## src/rtl/spi_sipo_rx.sv

```systemverilog
// spi_sipo_rx: SPI serial-in/parallel-out receiver.
// Assembles DATA_W-bit words from sdi and hands them off with valid/ack.
module spi_sipo_rx #(
  parameter int DATA_W    = 8,
  parameter bit MSB_FIRST = 1'b1
) (
  input  logic                      clk,
  input  logic                      rst,
  input  logic                      sdi,
  input  logic                      shift_en,
  input  logic                      frame_start,
  output logic [DATA_W-1:0]         data_out,
  output logic                      data_valid,
  input  logic                      data_ack,
  output logic                      overrun,
  output logic                      busy,
  output logic [$clog2(DATA_W)-1:0] bit_cnt
);

  localparam int CW = $clog2(DATA_W);
  localparam logic [CW-1:0] LAST = CW'(DATA_W - 1);

  logic [DATA_W-1:0] sr;
  logic [DATA_W-1:0] sr_base;
  logic [DATA_W-1:0] sr_nxt;
  logic [CW-1:0]     cnt_nxt;
  logic              comp;

  // Next shift value; frame_start restarts from an empty register.
  always_comb begin
    sr_base = frame_start ? '0 : sr;
    if (MSB_FIRST) begin
      sr_nxt = {sr_base[DATA_W-2:0], sdi};
    end else begin
      sr_nxt = {sdi, sr_base[DATA_W-1:1]};
    end
  end

  // Completion detect and next bit count (explicit wrap for any DATA_W).
  always_comb begin
    comp    = shift_en && !frame_start && (bit_cnt == LAST);
    cnt_nxt = bit_cnt;
    if (frame_start) begin
      cnt_nxt = shift_en ? CW'(1) : '0;
    end else if (shift_en) begin
      cnt_nxt = (bit_cnt == LAST) ? '0 : bit_cnt + CW'(1);
    end
  end

  // Assembly state: shift register and bit counter.
  always_ff @(posedge clk or posedge rst) begin
    if (rst) begin
      sr      <= '0;
      bit_cnt <= '0;
    end else begin
      bit_cnt <= cnt_nxt;
      if (shift_en) begin
        sr <= sr_nxt;
      end else if (frame_start) begin
        sr <= '0;
      end
    end
  end

  // Output handshake: load on completion unless an unacked word blocks it.
  always_ff @(posedge clk or posedge rst) begin
    if (rst) begin
      data_out   <= '0;
      data_valid <= 1'b0;
      overrun    <= 1'b0;
    end else begin
      if (comp) begin
        if (!data_valid || data_ack) begin
          data_out   <= sr_nxt;
          data_valid <= 1'b1;
        end else begin
          overrun <= 1'b1;
        end
      end else if (data_valid && data_ack) begin
        data_valid <= 1'b0;
      end
      if (frame_start) begin
        overrun <= 1'b0;
      end
    end
  end

  assign busy = (bit_cnt != '0);

endmodule

```

## config.mk

```make
export PLATFORM = sky130hd
export DESIGN_NAME = spi_sipo_rx
export DESIGN_NICKNAME = d
export VERILOG_FILES = /design/src/rtl/spi_sipo_rx.sv
export SDC_FILE = /design/constraint.sdc
export NUM_CORES = 1
export LEC_CHECK = 0
export CAP_MARGIN = 20
export CORE_MARGIN = 4
export CORE_UTILIZATION = 40
export DETAILED_ROUTE_END_ITERATION = 10
export PLACE_DENSITY = 0.71
export SLEW_MARGIN = 10
export SYNTH_ARGS = -nofsm -noshare
export SYNTH_HDL_FRONTEND = slang
export SYNTH_SLANG_ARGS = --single-unit
```

## constraint.sdc

```tcl
create_clock -name clk -period 2.26 [get_ports clk]
set_clock_uncertainty 0.15 [all_clocks]
set_input_delay 0.226 -clock clk [delete_from_list [all_inputs] [get_ports clk]]
set_output_delay 0.226 -clock clk [all_outputs]
set_load 0.05 [all_outputs]
```

==> run_results.csv <==
group,metric,value,unit
clock_network,cts-root-buf,"clkbuf_4",
synthesis,synth_seq_cells,20,
hold_path,hold_class,"in2async",
pwr,power.share.combinational,14.8,%
synthesis,yosys.area_share.adder,4.21,%
pwr,powerDensity,588,mW/mm2
synthesis,ys_seq_area_share,56.1,%
synthesis,ys_types,17,
floorplan,ios,20,
routing,wirelength,1500,um
worst_setup_path,reg2regPathDepth,5,
pwr,power.switching,0.173,mW
worst_setup_path,critical_path_class,"reg2out",
synthesis,synthCells,74,
synthesis,synthesis.area,892,um2
placed_design,dp_cells,118,
worst_setup_path,r2r_start,"bit_cnt[1]",
routing,via_count,574,
global_routing,grt_pass1_wl,2830,um
worst_setup_path,cp_num_buf_inv,1,
timing,hold_viol,0,
clock_network,htreeDepth,1,
routing,vias_per_cell,4.70,
floorplan,initial_core_util,43.7,%
clock_network,cts_buffers,3,
worst_setup_path,worstPathArrival,1.52,ns
synthesis,synth_top_family_by_area,"multiplexers",
pwr,power_frac_seq,55.3,%
pwr,p_int,0.502,mW
layout,antennaDiodeCount,0,
routing,drt_pass1_iterations,4,
placed_design,place.detailed.hpwl,1060,um
pwr,p_leak,0.558,nW
synthesis,yosys.area_share.simple,13.2,%
worst_setup_path,worst_setup_path_end_kind,"output pin",
timing,setup_viol,0,
global_routing,grt_max_degree,21,
timing,tns,0,ns
synthesis,synthMuxAreaShare,18.9,%
synthesis,synthXorXnorAreaFrac,0,%
synthesis,synth_compound_area_share,3.51,%
clock_network,cts_buffer_depth,2,
pwr,p_sw_share,25.7,%
pwr,p_clk_share,29.9,%
worst_setup_path,crit_slowest_cell,"clkdlybuf4s50_1",
run_status,status,"finished, final reports clean",
timing,finalCritPeriodShare,83.9,%
timing,max_slew_margin,50.8,%
global_routing,first_global_vias,585,
worst_setup_path,max_stage_delay,0.82,ns
timing,fin_ws,0.363,ns
global_routing,gr-total-overflow,0,
placed_design,port_buffers,19,
layout,final_common_cell,"dfrtp_1",
timing,max_freq,0.527,GHz
timing,worstMarginPinSlew,0.738,ns
floorplan,die_w,55.2,um
floorplan,fp-row-count,16,
global_routing,antenna_found_initial,0,
layout,nets,105,
synthesis,syn-num-nets,83,
routing,wl_per_cell,12.3,um
worst_setup_path,path_cells,"clkdlybuf4s50_1",
placed_design,gp_congestion,0.747,
floorplan,dieArea,0.00305,mm2
layout,syn_to_final_growth,28.8,%
global_routing,grtUsageTotal,11.3,%
layout,final_cell_mix,"20 x dfrtp_1, 18 x clkdlybuf4s50_1, 10 x nor2_1, 9 x mux2i_1",
synthesis,synth_warnings,0,
worst_setup_path,start_kind,"flip-flop",
clock_network,clk_pin_slew,0.11,ns
routing,postRouteAntennaNets,0,
synthesis,synth_area_per_cell,12.1,um2
floorplan,coreArea,0.00204,mm2
worst_setup_path,cp_max_fo,4,
clock_network,cts_tree,"built",
flow_run,maxCapViolations,0,
routing,drt_iter0_markers,1,
worst_setup_path,rr_endpoint,"data_out[6]",
layout,post_layout_nonfiller_instances,122,
worst_setup_path,crit_family,"buffers and inverters",
timing,post-route-min-period,1.90,ns
worst_setup_path,required,1.88,ns
pwr,ir_drop,0.476,mV
worst_setup_path,ff2ff_setup_slack,0.36,ns
timing,drv_slew,0,
clock_network,cts_sinks,20,
timing,rsz0062_at_grt,"false",
routing,drc,0,
clock_network,hold_buffers,0,
floorplan,die_h,55.2,um
layout,layout-drive-gt1-share,14.7,%
placed_design,post-place-ws,0.393,ns
clock_network,clock_latency,0.29,ns
-- timing repair --
action,in CTS,in global routing
setup buffers,0,0
setup endpoints to repair,0,1
endpoints found under the hold margin,0,0
resized for setup,0,1
-- stage by stage --
step	cell area [um2]	utilization (%)	power, mW	hold WS (ns)
after floorplan	892	-	0.447	0.0398
after global placement	1110	54.4	0.482	0.325
after detailed placement	1110	54.4	0.482	0.345
after CTS	1150	56.1	0.685	0.232
after global routing	1150	56.3	0.711	0.267
final	1150	56.3	0.676	0.200
-- synthesized netlist by cell type --
cell type	count	share of area [%]
o21bai_1	1	0.84
mux2_2	7	8.8
nand2_1	2	0.84
nor2b_1	7	4.9
a31oi_1	1	0.70
inv_1	4	1.7
dfrtp_1	20	56
o21ai_0	2	1.1
ha_1	3	4.2
mux2i_1	9	10
nand2b_1	2	1.4
nor2_1	10	4.2
nor3_4	1	1.8
buf_1	1	0.42
buf_2	2	1.1
buf_4	1	0.84
o31ai_1	1	0.84
-- power groups by stage --
stage / Clock [mW] / Sequential (mW) / Combinational, mW
2_1_floorplan: 0 / 0.401 / 0.0462
3_3_place_gp: 0 / 0.381 / 0.101
3_5_place_dp: 0 / 0.381 / 0.101
4_1_cts: 0.209 / 0.374 / 0.102
5_1_grt: 0.226 / 0.376 / 0.109
6_report: 0.202 / 0.374 / 0.0999
-- layer usage --
layer | GRT usage, % | vias to the layer above | wire (um)
met3 | 5.13 | 2 | 83
met4 | 2.08 | 0 | 12
met2 | 15.5 | 14 | 665
li1 | - | 288 | -
met5 | 0 | - | 0
met1 | 16.3 | 270 | 740
-- worst max-delay path by stage --
stage,start,end,slack [ns],depth (start not counted)
floorplan,bit_cnt[1],data_out[0],0.20,5
global placement,bit_cnt[0],busy,0.40,4
finish,bit_cnt[1],bit_cnt[1],0.36,1
CTS,bit_cnt[0],busy,0.05,4
global route,bit_cnt[1],data_out[6],0.22,5
detailed placement,bit_cnt[1],data_out[6],0.39,5
-- cell families (layout without fill, tap and decap cells) --
group	count (synthesis)	count (layout)
AOI/OAI and AO/OA	5	5
adders and majority gates	3	3
muxes	16	16
DFF	20	20
buffers and inverters	8	29
and+or+nand+nor	22	22
-- area by class of cell --
cell class / count / area, um2
clock buffer: 4 / 36.3
timing repair buffer: 21 / 208
fill: 190 / 893
inverter: 4 / 15.0
tap: 27 / 33.8
multi-input combinational: 46 / 355
sequential: 20 / 500
-- worst register-to-register path, delay by kind of cell (launching register included) --
| kind | cells | cell delay (ns) |
|---|---|---|
| muxes | 1 | 0.39 |
| DFF | 1 | 0.41 |
| and+or+nand+nor | 2 | 0.46 |
| adders and majority gates | 2 | 0.39 |
-- registers in the layout (all words and copies together) (netlist names) --
register and count:
bit_cnt 3, data_out 8, overrun 1, data_valid 1
sr 7
Power figures use the tool's default switching activity.
